==> config.mk <==
export PLATFORM = sky130hd
export DESIGN_NAME = button_reset_ctrl_flat
export DESIGN_NICKNAME = d
export VERILOG_FILES = /design/src/rtl/button_reset_ctrl_pkg.sv /design/src/rtl/button_reset_ctrl_if.sv /design/src/rtl/button_reset_ctrl_sync2.sv /design/src/rtl/button_reset_ctrl.sv /design/src/flat_wrapper.sv
export SDC_FILE = /design/constraint.sdc
export NUM_CORES = 1
export LEC_CHECK = 0
export BUFFER_PORTS_ARGS = -buffer_cell sky130_fd_sc_hd__buf_4
export CAP_MARGIN = 20
export CORE_MARGIN = 2
export CORE_UTILIZATION = 55
export DETAILED_ROUTE_END_ITERATION = 12
export PLACE_DENSITY = 0.77
export SYNTH_ARGS = -nofsm -noshare
export SYNTH_HDL_FRONTEND = slang
export SYNTH_HIERARCHICAL = 1
export SYNTH_SLANG_ARGS = --single-unit
==> constraint.sdc <==
create_clock -name i_clk25 -period 2.4 [get_ports i_clk25]
set_clock_uncertainty 0.15 [all_clocks]
set_input_delay 0.48 -clock i_clk25 [delete_from_list [all_inputs] [get_ports i_clk25]]
set_output_delay 0.48 -clock i_clk25 [all_outputs]
set_load 0.01 [all_outputs]
==> src/rtl/button_reset_ctrl_pkg.sv <==
// Board-level constants and helpers shared by the button/reset conditioning block.
// Latency: n/a (constants and a constant function only).
// Backpressure: n/a.
package button_reset_ctrl_pkg;

  // 25 MHz board clock.
  localparam int CLK25_HZ = 25_000_000;

  // 10 ms of stable level before a press or release is believed.
  localparam int DEBOUNCE_CYCLES_DEF = CLK25_HZ / 100;

  // Minimum time the apple1 core is held in reset.
  localparam int MIN_RESET_CYCLES_DEF = 1024;

  // Counter width able to reach the larger of the two compare values.
  function automatic int cnt_width(input int a, input int b);
    return $clog2((a > b) ? a : b);
  endfunction

endpackage

==> src/rtl/button_reset_ctrl_if.sv <==
// Bundle of the button pin and the three conditioned outputs.
// Latency: n/a (wires only).
// Backpressure: none; all signals are levels or single-cycle strobes.
// Ports: button_n (raw pin, low = pressed), rst_n_out (core reset, low = reset),
//        btn_level (debounced, 1 = pressed), press_pulse (one cycle per accepted press).
interface button_reset_ctrl_if;
  logic button_n;
  logic rst_n_out;
  logic btn_level;
  logic press_pulse;

  // Board side: drives the pin, consumes the conditioned signals.
  modport master (
    output button_n,
    input  rst_n_out,
    input  btn_level,
    input  press_pulse
  );

  // Conditioner side.
  modport slave (
    input  button_n,
    output rst_n_out,
    output btn_level,
    output press_pulse
  );
endinterface

==> src/rtl/button_reset_ctrl_sync2.sv <==
// Generic two-flop synchroniser for a single asynchronous bit.
// Latency: 2 clock edges from input change to output change.
// Backpressure: none.
// Ports: i_clk, i_rst (async, active-high, loads RST_VAL), i_d (async in), o_q (synchronised out).
module button_reset_ctrl_sync2 #(
  parameter logic RST_VAL = 1'b0
) (
  input  logic i_clk,
  input  logic i_rst,
  input  logic i_d,
  output logic o_q
);

  logic r_meta;
  logic r_q;

  always_ff @(posedge i_clk or posedge i_rst) begin
    if (i_rst) begin
      r_meta <= RST_VAL;
      r_q    <= RST_VAL;
    end else begin
      r_meta <= i_d;
      r_q    <= r_meta;
    end
  end

  assign o_q = r_q;

endmodule

==> src/rtl/button_reset_ctrl.sv <==
// Debounces the board push-button and stretches it into a clean active-low core reset.
// Latency: press accepted DEBOUNCE_CYCLES edges after PRESS_DB entry; reset held MIN_RESET_CYCLES after release.
// Backpressure: none; outputs are registered levels plus a one-cycle press strobe.
// Ports: i_clk25 (25 MHz), i_rst (async active-high), bus.slave: button_n in,
//        rst_n_out / btn_level / press_pulse out.
module button_reset_ctrl
  import button_reset_ctrl_pkg::*;
#(
  parameter int DEBOUNCE_CYCLES  = DEBOUNCE_CYCLES_DEF,
  parameter int MIN_RESET_CYCLES = MIN_RESET_CYCLES_DEF
) (
  input  logic                i_clk25,
  input  logic                i_rst,
  button_reset_ctrl_if.slave  bus
);

  localparam int CNT_W = cnt_width(DEBOUNCE_CYCLES, MIN_RESET_CYCLES);

  localparam logic [CNT_W-1:0] DB_LAST  = CNT_W'(DEBOUNCE_CYCLES - 1);
  localparam logic [CNT_W-1:0] MIN_LAST = CNT_W'(MIN_RESET_CYCLES - 1);

  typedef enum logic [2:0] {
    S_HOLD       = 3'd0,
    S_IDLE       = 3'd1,
    S_PRESS_DB   = 3'd2,
    S_ACTIVE     = 3'd3,
    S_RELEASE_DB = 3'd4
  } state_t;

  state_t           r_state;
  state_t           w_state_nxt;
  logic [CNT_W-1:0] r_cnt;
  logic [CNT_W-1:0] w_cnt_nxt;
  logic             r_rst_n;
  logic             r_level;
  logic             r_pulse;
  logic             w_sync;
  logic             w_pressed;
  logic             w_pulse_nxt;

  // Synchroniser resets to "released" so a reset never looks like a press.
  button_reset_ctrl_sync2 #(
    .RST_VAL (1'b1)
  ) u_sync (
    .i_clk (i_clk25),
    .i_rst (i_rst),
    .i_d   (bus.button_n),
    .o_q   (w_sync)
  );

  assign w_pressed = ~w_sync;

  always_ff @(posedge i_clk25 or posedge i_rst) begin
    if (i_rst) begin
      r_state <= S_HOLD;
      r_cnt   <= '0;
      r_rst_n <= 1'b0;
      r_level <= 1'b0;
      r_pulse <= 1'b0;
    end else begin
      r_state <= w_state_nxt;
      r_cnt   <= w_cnt_nxt;
      // Outputs follow the state being entered so they change on the same edge.
      r_rst_n <= (w_state_nxt == S_IDLE) || (w_state_nxt == S_PRESS_DB);
      r_level <= (w_state_nxt == S_ACTIVE) || (w_state_nxt == S_RELEASE_DB);
      r_pulse <= w_pulse_nxt;
    end
  end

  // The counter only advances while below its compare value and is cleared
  // on every state entry, so it can never wrap.
  always_comb begin
    w_state_nxt = r_state;
    w_cnt_nxt   = r_cnt;
    case (r_state)
      S_HOLD: begin
        if (w_pressed) begin
          w_cnt_nxt = '0;
        end else if (r_cnt == MIN_LAST) begin
          w_state_nxt = S_IDLE;
          w_cnt_nxt   = '0;
        end else begin
          w_cnt_nxt = r_cnt + CNT_W'(1);
        end
      end
      S_IDLE: begin
        if (w_pressed) begin
          w_state_nxt = S_PRESS_DB;
          w_cnt_nxt   = '0;
        end
      end
      S_PRESS_DB: begin
        if (!w_pressed) begin
          w_state_nxt = S_IDLE;
          w_cnt_nxt   = '0;
        end else if (r_cnt == DB_LAST) begin
          w_state_nxt = S_ACTIVE;
          w_cnt_nxt   = '0;
        end else begin
          w_cnt_nxt = r_cnt + CNT_W'(1);
        end
      end
      S_ACTIVE: begin
        if (!w_pressed) begin
          w_state_nxt = S_RELEASE_DB;
          w_cnt_nxt   = '0;
        end
      end
      S_RELEASE_DB: begin
        if (w_pressed) begin
          // Bounce while releasing: back to pressed without a new strobe.
          w_state_nxt = S_ACTIVE;
          w_cnt_nxt   = '0;
        end else if (r_cnt == DB_LAST) begin
          w_state_nxt = S_HOLD;
          w_cnt_nxt   = '0;
        end else begin
          w_cnt_nxt = r_cnt + CNT_W'(1);
        end
      end
      default: begin
        w_state_nxt = S_HOLD;
        w_cnt_nxt   = '0;
      end
    endcase
    // Only a freshly debounced press raises the strobe.
    w_pulse_nxt = (r_state == S_PRESS_DB) && (w_state_nxt == S_ACTIVE);
  end

  assign bus.rst_n_out   = r_rst_n;
  assign bus.btn_level   = r_level;
  assign bus.press_pulse = r_pulse;

endmodule
==> src/flat_wrapper.sv <==
// flat-port wrapper written by rule: the top's interface ports become plain ports
module button_reset_ctrl_flat import button_reset_ctrl_pkg::*;
#(
  parameter int DEBOUNCE_CYCLES  = DEBOUNCE_CYCLES_DEF,
  parameter int MIN_RESET_CYCLES = MIN_RESET_CYCLES_DEF
)
  (i_clk25, i_rst, bus_button_n, bus_rst_n_out, bus_btn_level, bus_press_pulse);
  button_reset_ctrl_if bus_i ();
  input  logic i_clk25;
  input  logic i_rst;
  input wire logic [$bits(bus_i.button_n)-1:0] bus_button_n;
  output wire logic [$bits(bus_i.rst_n_out)-1:0] bus_rst_n_out;
  output wire logic [$bits(bus_i.btn_level)-1:0] bus_btn_level;
  output wire logic [$bits(bus_i.press_pulse)-1:0] bus_press_pulse;
  assign bus_i.button_n = bus_button_n;
  assign bus_rst_n_out = bus_i.rst_n_out;
  assign bus_btn_level = bus_i.btn_level;
  assign bus_press_pulse = bus_i.press_pulse;
  button_reset_ctrl #(.DEBOUNCE_CYCLES(DEBOUNCE_CYCLES), .MIN_RESET_CYCLES(MIN_RESET_CYCLES)) u_core (.i_clk25(i_clk25), .i_rst(i_rst), .bus(bus_i));
endmodule
==> results of run 1 <==
cell families (layout without fill, tap and decap cells):
logic type,after synthesis,in the layout,synth area share
buf+inv,12,22,0.0365
simple gates,76,76,0.284
xor+xnor,12,12,0.0747
fa+ha+maj,1,1,0.00890
flops,26,26,0.464
compound gates,29,29,0.132
stage by stage:
stage               hold WS [ps]  cell area (um^2)  power [W]   util  worst slack, ps
finish                      26.4              1550   0.000711  0.629              149
global route                6.43              1550   0.000749  0.629             23.2
CTS                         23.3              1530   0.000714  0.622             22.5
detailed placement           200              1490   0.000499  0.607             15.7
global placement             196              1490   0.000498  0.607              136
floorplan                    195              1410   0.000486      -              221
how the worst max path moves through the flow:
stage | from | end | slack (ps) | cells past startpoint
3_5_place_dp | u_core/r_cnt[0] | u_core/r_cnt[6] | 20 | 7
3_3_place_gp | u_core/r_cnt[0] | u_core/r_cnt[16] | 140 | 8
2_1_floorplan | u_core/r_cnt[0] | u_core/r_cnt[17] | 220 | 9
6_report | u_core/r_cnt[1] | u_core/r_cnt[7] | 150 | 8
4_1_cts | u_core/r_cnt[0] | u_core/r_cnt[6] | 20 | 7
5_1_grt | u_core/r_cnt[0] | u_core/r_cnt[11] | 20 | 8
sequential cells by signal, indices dropped and copies added, names as in the netlist:
register	flops
u_core/u_sync/o_q	1
u_core/r_cnt	18
u_core/bus.press_pulse	1
u_core/r_state	3
u_core/bus.rst_n_out	1
u_core/u_sync/r_meta	1
u_core/bus.btn_level	1
critical path: stages (launching register included):
cell     delay, ps
dfrtp_1        420
ha_1           240
nand3_2        100
or4_4          500
o31ai_2        240
o22ai_1        120
a21oi_2        140
buf_4          190
nor2_1          60
cell type report:
class | count | area (um^2) | area share
Clock buffer | 4 | 36.3 | 0.0235
Multi-Input combinational cell | 118 | 706 | 0.457
Sequential cell | 26 | 653 | 0.423
Timing Repair Buffer | 12 | 90.1 | 0.0583
Inverter | 6 | 22.5 | 0.0146
Tap cell | 30 | 37.5 | 0.0243
repair_timing:
action | CTS | global route
setup endpoints to repair | 0 | 19
hold buffers | 0 | 0
endpoints found under the hold margin | 0 | 0
gates resized for setup | 0 | 1
setup buffers | 0 | 2
power groups by stage:
stage	Sequential, W	Combinational [W]	Clock, W
after detailed placement	0.000459	0.0000395	0
after floorplan	0.000458	0.0000274	0
final	0.000450	0.0000431	0.000217
after CTS	0.000451	0.0000399	0.000223
after global placement	0.000458	0.0000391	0
after global routing	0.000452	0.0000496	0.000248
synth_stat cells (all sizes together) (3+ instances only):
cell type  count  area (um^2)
nor4           3         25.0
a31oi          3         18.8
xor2          10         87.6
a21oi          7         38.8
nor2b          3         18.8
and3           3         18.8
nor3           6         30.0
nand4          4         25.0
buf            3         17.5
clkbuf         3         11.3
inv            6         22.5
dfrtp         24          601
nor2          23         88.8
nand3         10         55.1
o21ai         10         50.1
nand2         13         48.8
and2           3         18.8
per-layer routing:
metal | wire length (um) | vias to the layer above | GRT usage
met5 | 0 | - | 0
met4 | 0 | 0 | 0.0583
met3 | 124 | 0 | 0.0437
met2 | 1390 | 36 | 0.378
met1 | 1290 | 552 | 0.297
li1 | - | 570 | -
layout by cell type, fill, tap and decap left out, types with 2 or more instances in the layout:
cell	count
a21oi_1	6
a31oi_1	3
and2_1	3
and3_1	3
and4_1	2
buf_4	12
clkbuf_4	3
dfrtp_1	24
dfstp_2	2
inv_1	6
nand2_1	13
nand3_1	9
nand4_1	4
nor2_1	22
nor2b_1	3
nor3_1	6
nor3b_1	2
nor4_1	2
o21ai_0	10
o22ai_1	2
o31ai_2	2
xnor2_1	2
xor2_1	10
==> results.py, run 1 <==
metrics = {
    "clock_tree": {
        "path_clk_slew_ps": 130,
        "cts_root_buf": "clkbuf_4",
        "clock_latency_ps": 310,
        "cts_buffer_depth": 2,
        "cts_buffers": 3,
        "clock_sinks": 26,
        "htree_num_levels": 1,
        "cts_tree": "done",
    },
    "logic_synthesis": {
        "ys.flop_type": "dfrtp_1",
        "ys_seq_elements": 26,
        "synth_area_per_cell_um2": 9.02,
        "synth_edf_count": 0,
        "synth_area_mm2": 0.00141,
        "synth_fp_nets": 160,
        "synthCells": 156,
        "ys_async_sr_fraction": 1.00,
        "ys_seq_area_frac": 0.464,
        "yosysUniqueCellTypes": 38,
        "yosysWarnings": 6,
    },
    "sta": {
        "post-route-min-period_ps": 2250,
        "maxSlewViolCount": 0,
        "max_freq_mhz": 444,
        "hold_viol": 0,
        "max_slew_margin": 0.648,
        "final.period_utilization": 0.938,
        "rsz0062_at_grt": "no",
        "worstMarginPinSlew_ps": 527,
        "tns_ps": 0,
        "finalSetupViolCount": 0,
    },
    "worst_setup_path": {
        "endpoint_kind": "flip-flop",
        "reg2reg_from": "u_core/r_cnt[1]",
        "r2r_end": "u_core/r_cnt[7]",
        "rrSetupSlack_ps": 150,
        "cp.arrival_ps": 2320,
        "critPathRequiredTime_ps": 2470,
        "cp-start-kind": "flip-flop",
        "path_class": "flip-flop to flip-flop",
        "worstRegToRegCells": 8,
        "path_max_fanout": 11,
    },
    "hold_path": {
        "hold_path.class": "primary input to asynchronous set/reset pin",
    },
    "power": {
        "power_frac_clock": 0.306,
        "comb_power_share": 0.061,
        "p_leak_nw": 0.667,
        "seqPwrFrac": 0.634,
        "p_switching_w": 0.000156,
        "switching_share": 0.219,
        "p_int_w": 0.000555,
        "peakVddDrop_v": 0.000381,
        "power_density_mw_per_mm2": 460,
    },
    "grt": {
        "grt_util_all_layers": 0.225,
        "grt_antenna_before_repair": 0,
        "grt_pass1_wl_mm": 4.72,
        "grt_overflow_total": 0,
        "grt_start_max_net_pins": 15,
        "grt_pass1_vias": 1035,
    },
    "floorplanning": {
        "core_mm2": 0.00245,
        "rows": 18,
        "die-area_mm2": 0.00298,
        "initial_core_util": 0.573,
        "die_w_um": 54.6,
        "die_h_um": 54.6,
        "ioPinCount": 6,
    },
    "place": {
        "gp_congestion": 0.882,
        "dp_hpwl_mm": 2.07,
        "placed_cells": 190,
        "port_buffers": 5,
    },
    "routing": {
        "vias_per_cell": 5.91,
        "antenna_left": 0,
        "drt_pass1_iterations": 5,
        "drc": 0,
        "drtIter0Drc": 55,
        "post_drt_wl_per_cell_um": 14.3,
        "wirelength_mm": 2.81,
        "vias": 1158,
    },
    "cells_and_area": {
        "nets": 171,
        "syn_to_final_growth_pct": 9.88,
        "antennaDiodeCount": 0,
        "drive_above_1_share": 0.157,
        "stdcell_count": 196,
        "fill_cells": 211,
    },
    "job": {
        "maxCapViolCount": 0,
    },
    "outcome": {
        "status": "complete, no violations",
    },
}
(Power assumes the default switching activity.)
==> run 2, diff against run 1 <==
Settings changed: SYNTH_HIERARCHICAL 1 to not set.
==> run 2 against run 1 <==
Sequential cell count is the same. Core utilization shrank 3.0 points. Sequential power grew 0.9%. Power decreased by 1.2%. First-iteration DRC count down 24%. Routed wire length increased by 9.3%. Clock power hardly changed. Final area up 5.2%. Register-to-register slack improved by 90 ps. Count of clock-buffer cells in the layout unchanged. Combinational power down 23%.
==> results.py, run 2 <==
metrics = {
    "worst_setup_path": {
        "path_class": "flip-flop to flip-flop",
        "cp.arrival_ps": 2210,
        "path_delay_family": "simple AND/OR/NAND/NOR gates",
        "path_max_fanout": 13,
        "crit_path_top_delay_cell": "dfrtp_1",
        "endpoint_kind": "flip-flop",
        "max_stage_delay_ps": 420,
        "cp-start-kind": "flip-flop",
        "crit_buf_inv": 0,
        "crit_path_cell_trace": "ha_1, nor4b_4, nand3_2, o31ai_1, and3_2, o21ai_0",
        "critPathRequiredTime_ps": 2450,
    },
    "logic_synthesis": {
        "yosysTopAreaCell": "dfrtp_1",
        "synthMuxAreaShare": 0.00725,
        "synth_commonest_cells": "dfrtp_1, nor2_1, nand2_1",
        "yosys.area_share.simple": 0.299,
        "synth_top_family_by_area": "simple AND/OR/NAND/NOR gates",
        "synth_xor_area_frac": 0.0733,
        "synth_fa_ha_area_frac": 0.00806,
        "synth-compound-area-share": 0.147,
        "ys_async_sr_fraction": 1.00,
        "synthCells": 165,
        "netlist.area_leader.share": 0.387,
        "synth_fp_nets": 169,
        "yosysWarnings": 0,
        "synth_area_per_cell_um2": 9.41,
        "yosysUniqueCellTypes": 56,
        "ys.flop_type": "dfrtp_1",
        "synth.area.top_cells": "dfrtp_1, xor2_1, nor2_1",
        "ys_seq_area_frac": 0.421,
        "synth_area_mm2": 0.00155,
        "synth_edf_count": 0,
        "synth_most_common_cell": "dfrtp_1",
        "ys_seq_elements": 26,
    },
    "routing": {
        "post_drt_wl_per_cell_um": 15.6,
        "wl_met3_um": 124,
        "wl_met2_mm": 1.47,
        "routed.top_layer": "met4",
        "antenna_left": 0,
        "vias_per_cell": 6.25,
        "drc": 0,
        "drt_pass1_iterations": 4,
        "vias": 1232,
        "drtIter0Drc": 42,
        "wirelength_mm": 3.07,
        "wl_met1_mm": 1.45,
    },
    "grt": {
        "grt_overflow_total": 0,
        "grt_antenna_before_repair": 0,
        "grt_util_all_layers": 0.207,
        "grt_pass1_wl_mm": 5.38,
        "grt_start_max_net_pins": 15,
        "grt_pass1_vias": 1173,
    },
    "clock_tree": {
        "cts_root_buf": "clkbuf_4",
        "htree_num_levels": 1,
        "cts_buffers": 3,
        "clock_sinks": 26,
        "cts_tree": "done",
        "cts_buffer_depth": 2,
        "ctsResizeCount": 0,
        "cts_setup_buffers": 0,
        "clock_latency_ps": 320,
        "cts_hold_buf": 0,
        "path_clk_slew_ps": 130,
    },
    "cells_and_area": {
        "layout_common_cells": "dfrtp_1, nor2_1, nand2_1",
        "antennaDiodeCount": 0,
        "mostFrequentLayoutCell": "dfrtp_1",
        "regMostFlops": "u_core.r_cnt",
        "syn_to_final_growth_pct": 4.67,
        "largest_reg_flops": 18,
        "nets": 171,
        "reg_top3": "u_core.r_cnt x18, u_core.r_state x3",
        "drive_above_1_share": 0.151,
        "final_cell_area_mm2": 0.00163,
    },
    "outcome": {
        "status": "complete, no violations",
    },
    "sta": {
        "final.period_utilization": 0.903,
        "finalSetupViolCount": 0,
        "rsz0062_at_grt": "no",
        "max_freq_mhz": 462,
        "hold_ws_ps": 9.90,
        "maxSlewViolCount": 0,
        "max_slew_margin": 0.681,
        "post-route-min-period_ps": 2170,
        "tns_ps": 0,
        "hold_viol": 0,
        "worstMarginPinSlew_ps": 478,
        "fin_ws_ps": 234,
    },
    "power": {
        "peakVddDrop_v": 0.000341,
        "p_leak_nw": 0.658,
        "p_switching_w": 0.000151,
        "p_total_w": 0.000702,
        "switching_share": 0.215,
        "seqPwrFrac": 0.647,
        "p_int_w": 0.000551,
        "power_density_mw_per_mm2": 432,
        "power_frac_clock": 0.306,
        "comb_power_share": 0.047,
    },
    "job": {
        "maxCapViolCount": 0,
    },
    "floorplanning": {
        "ioPinCount": 6,
        "rows": 19,
        "initial_core_util": 0.573,
        "die_w_um": 57.1,
        "die_h_um": 57.1,
        "die-area_mm2": 0.00326,
        "core_mm2": 0.00271,
    },
    "place": {
        "port_buffers": 5,
        "place_area_mm2": 0.00159,
        "dp_hpwl_mm": 2.28,
        "post-place-ws_ps": 240,
        "gp_congestion": 0.822,
    },
    "hold_path": {
        "hold_path.class": "primary input to asynchronous set/reset pin",
    },
}
==> run 2: changes by cell type after synthesis, sizes merged, moves of 3 or more <==
cell   before  now
nor2       23   18
nor3        6    1
o21ai      10    4
nand3      10   13
nand4       4    7
==> run 2: logic make-up after synthesis <==
group / after synthesis
xor+xnor: 13
simple gates: 80
mux: 1
compound gates: 30
buf+inv: 14
fa+ha+maj: 1
flops: 26
==> run 2: power by group through the flow <==
| stage | logic (W) | registers, W | clock network, W |
|---|---|---|---|
| after floorplan | 0.0000301 | 0.000457 | 0 |
| after global placement | 0.0000331 | 0.000461 | 0 |
| after detailed placement | 0.0000341 | 0.000462 | 0 |
| after CTS | 0.0000342 | 0.000454 | 0.000222 |
| after global routing | 0.0000381 | 0.000456 | 0.000235 |
| final | 0.0000332 | 0.000454 | 0.000215 |
==> run 2: area by class of cell <==
type                    instances  area, um^2
fillers                       241        1080
flip-flops and latches         26         653
multi-input cells             125         830
inverters                       4        15.0
repair buffers                  7        52.6
well taps                      31        38.8
clock buffers                   4        36.3
==> run 2: worst register-to-register path, stage by stage, from the launching register on <==
cell     delay (ps)
dfrtp_1         420
ha_1            230
nor4b_4         270
nand3_2         150
o31ai_1         300
and3_2          370
o21ai_0         150
==> run 2: worst paths after layout <==
path / start / end / slack [ps] / depth (start not counted)
worst max-delay path: u_core.r_cnt[0] / u_core.r_cnt[9] / 230 / 6
worst max register to register: u_core.r_cnt[0] / u_core.r_cnt[9] / 230 / 6
max in group asynchronous: i_rst / u_core.r_cnt[9] / 1540 / 3
worst min-delay path: i_rst / u_core.bus.press_pulse / 10 / 2
worst min register to register: u_core.u_sync.r_meta / u_core.u_sync.o_q / 230 / 0
min in group i_clk25: bus_button_n / u_core.u_sync.r_meta / 100 / 1
==> run 2: stage by stage <==
stage               std cells  utilization
floorplan                 165            -
global placement          193        0.586
detailed placement        193        0.586
CTS                       197        0.600
global route              197        0.600
finish                    197        0.600
==> run 2: metal layers <==
layer | vias up | global-route usage
li1 | 599 | -
met1 | 596 | 0.302
met2 | 33 | 0.328
met3 | 4 | 0.0204
met4 | 0 | 0.0631
met5 | - | 0
==> run 3, diff against run 2 <==
Settings changed: CORE_UTILIZATION 55 to 39, PLACE_DENSITY 0.77 to 0.6.
==> run 3 against run 2 <==
Worst hold slack gained 130 ps. Via count down 0.81%. Critical path depth is the same. Register-to-register slack lost 40 ps. Non-clock buffer count is 1 lower. Critical path type unchanged. Die area increased by 38%.
==> results.py, run 3 (synthesis gave the netlist of run 2 again) <==
metrics = {
    "cells_and_area": {
        "largest_reg_flops": 18,
        "syn_to_final_growth_pct": 7.82,
        "nets": 170,
        "reg_top3": "u_core.r_cnt x18, u_core.r_state x3",
        "mostFrequentLayoutCell": "dfrtp_1",
        "layout_common_cells": "dfrtp_1, nor2_1, nand2_1",
        "fill_cells": 378,
        "stdcell_count": 213,
        "antennaDiodeCount": 0,
        "final_cell_area_mm2": 0.00167,
        "drive_above_1_share": 0.145,
        "regMostFlops": "u_core.r_cnt",
    },
    "worst_setup_path": {
        "path_max_fanout": 6,
        "crit_path_cell_trace": "ha_1, nor4b_4, nand3_2, o21ai_2, a21oi_1, a221o_1",
        "worstRegToRegCells": 6,
        "cp-start-kind": "flip-flop",
        "max_stage_delay_ps": 410,
        "path_class": "flip-flop to flip-flop",
        "endpoint_kind": "flip-flop",
        "cp.arrival_ps": 2220,
        "rrSetupSlack_ps": 190,
        "reg2reg_from": "u_core.r_cnt[1]",
        "r2r_end": "u_core.r_cnt[3]",
        "critPathRequiredTime_ps": 2420,
        "crit_path_top_delay_cell": "dfrtp_1",
    },
    "sta": {
        "finalSetupViolCount": 0,
        "post-route-min-period_ps": 2210,
        "fin_ws_ps": 194,
        "rsz0062_at_grt": "no",
        "max_freq_mhz": 453,
        "final.period_utilization": 0.919,
        "hold_viol": 0,
        "tns_ps": 0,
        "max_slew_margin": 0.562,
        "maxSlewViolCount": 0,
        "worstMarginPinSlew_ps": 657,
    },
    "grt": {
        "grt_antenna_before_repair": 0,
        "grt_overflow_total": 0,
        "grt_pass1_vias": 1119,
        "grt_pass1_wl_mm": 5.43,
        "grt_util_all_layers": 0.160,
        "grt_start_max_net_pins": 19,
    },
    "clock_tree": {
        "clock_latency_ps": 270,
        "htree_num_levels": 1,
        "cts_hold_buf": 0,
        "cts_buffer_depth": 2,
        "path_clk_slew_ps": 90,
        "cts_tree": "done",
        "cts_setup_buffers": 0,
        "ctsResizeCount": 0,
        "clock_sinks": 26,
        "cts_root_buf": "clkbuf_8",
        "cts_buffers": 3,
    },
    "power": {
        "power_density_mw_per_mm2": 507,
        "peakVddDrop_v": 0.000240,
        "p_leak_nw": 0.667,
    },
    "place": {
        "port_buffers": 5,
        "dp_hpwl_mm": 2.39,
        "placed_cells": 209,
        "gp_congestion": 0.826,
        "post-place-ws_ps": 218,
        "place_area_mm2": 0.00160,
    },
    "outcome": {
        "status": "complete, no violations",
    },
    "floorplanning": {
        "die_w_um": 67.1,
        "rows": 22,
        "die-area_mm2": 0.00450,
        "die_h_um": 67.1,
        "core_mm2": 0.00374,
        "ioPinCount": 6,
        "initial_core_util": 0.415,
    },
    "routing": {
        "drc": 0,
        "vias_per_cell": 5.74,
        "drt_pass1_iterations": 4,
        "wirelength_mm": 3.17,
        "post_drt_wl_per_cell_um": 14.9,
        "vias": 1222,
        "antenna_left": 0,
        "drtIter0Drc": 78,
    },
    "job": {
        "maxCapViolCount": 0,
    },
    "hold_path": {
        "hold_path.class": "primary input to asynchronous set/reset pin",
    },
}
run 3: changes by cell type in the layout (fill, tap and decap cells not counted), sizes merged:
cell,previous run,this run
clkbuf,4,3
buf,7,6
bufinv,0,1
run 3: per-layer routing:
| metal | track usage | part of all wire | vias up | wire length [um] |
|---|---|---|---|---|
| met2 | 0.249 | 0.46 | 36 | 1450 |
| li1 | - | - | 597 | - |
| met4 | 0.0255 | 0.0054 | 0 | 17 |
| met5 | 0 | 0 | - | 0 |
| met1 | 0.227 | 0.48 | 586 | 1530 |
| met3 | 0.0405 | 0.057 | 3 | 181 |
run 3: power by group:
part	total, W	switching [W]	internal [W]	leakage, nW
sequential	0.000454	0.00000882	0.000445	0.354
combinational	0.0000340	0.0000208	0.0000133	0.277
clock	0.000361	0.000138	0.000223	0.0357
run 3: how the worst max path moves through the flow:
| stage | depth (start not counted) | from | slack (ps) | endpoint |
|---|---|---|---|---|
| after global routing | 6 | u_core.r_cnt[1] | 50 | u_core.r_cnt[9] |
| after CTS | 6 | u_core.r_cnt[1] | 190 | u_core.r_cnt[3] |
| final | 6 | u_core.r_cnt[1] | 190 | u_core.r_cnt[3] |
| after global placement | 5 | u_core.u_sync.o_q | 320 | u_core.r_cnt[8] |
| after detailed placement | 6 | u_core.r_cnt[1] | 220 | u_core.r_cnt[9] |
| after floorplan | 6 | u_core.r_cnt[0] | 470 | u_core.r_cnt[2] |
run 3: through the flow:
step	utilization	hold WS [ps]	total power, W
global placement	0.428	199	0.000495
CTS	0.447	145	0.000865
global route	0.447	128	0.000891
finish	0.447	140	0.000849
floorplan	-	195	0.000487
detailed placement	0.428	200	0.000497
run 3: area by class of cell:
class,instances,area [um^2],area share
clock buffers,3,41.3,0.0247
inverters,4,15.0,0.00897
multi-input cells,125,830,0.496
flip-flops and latches,26,653,0.390
repair buffers,6,45.0,0.0269
well taps,48,60.1,0.0359
clock inverters,1,30.0,0.0179
run 3: worst max-delay path: cells and delay by family, from the launching register on:
family	cells	cell delay, ps
AO/OA/AOI/OAI	3	850
adder cells (fa/ha/maj)	1	230
flip-flops	1	410
AND/OR/NAND/NOR	2	450
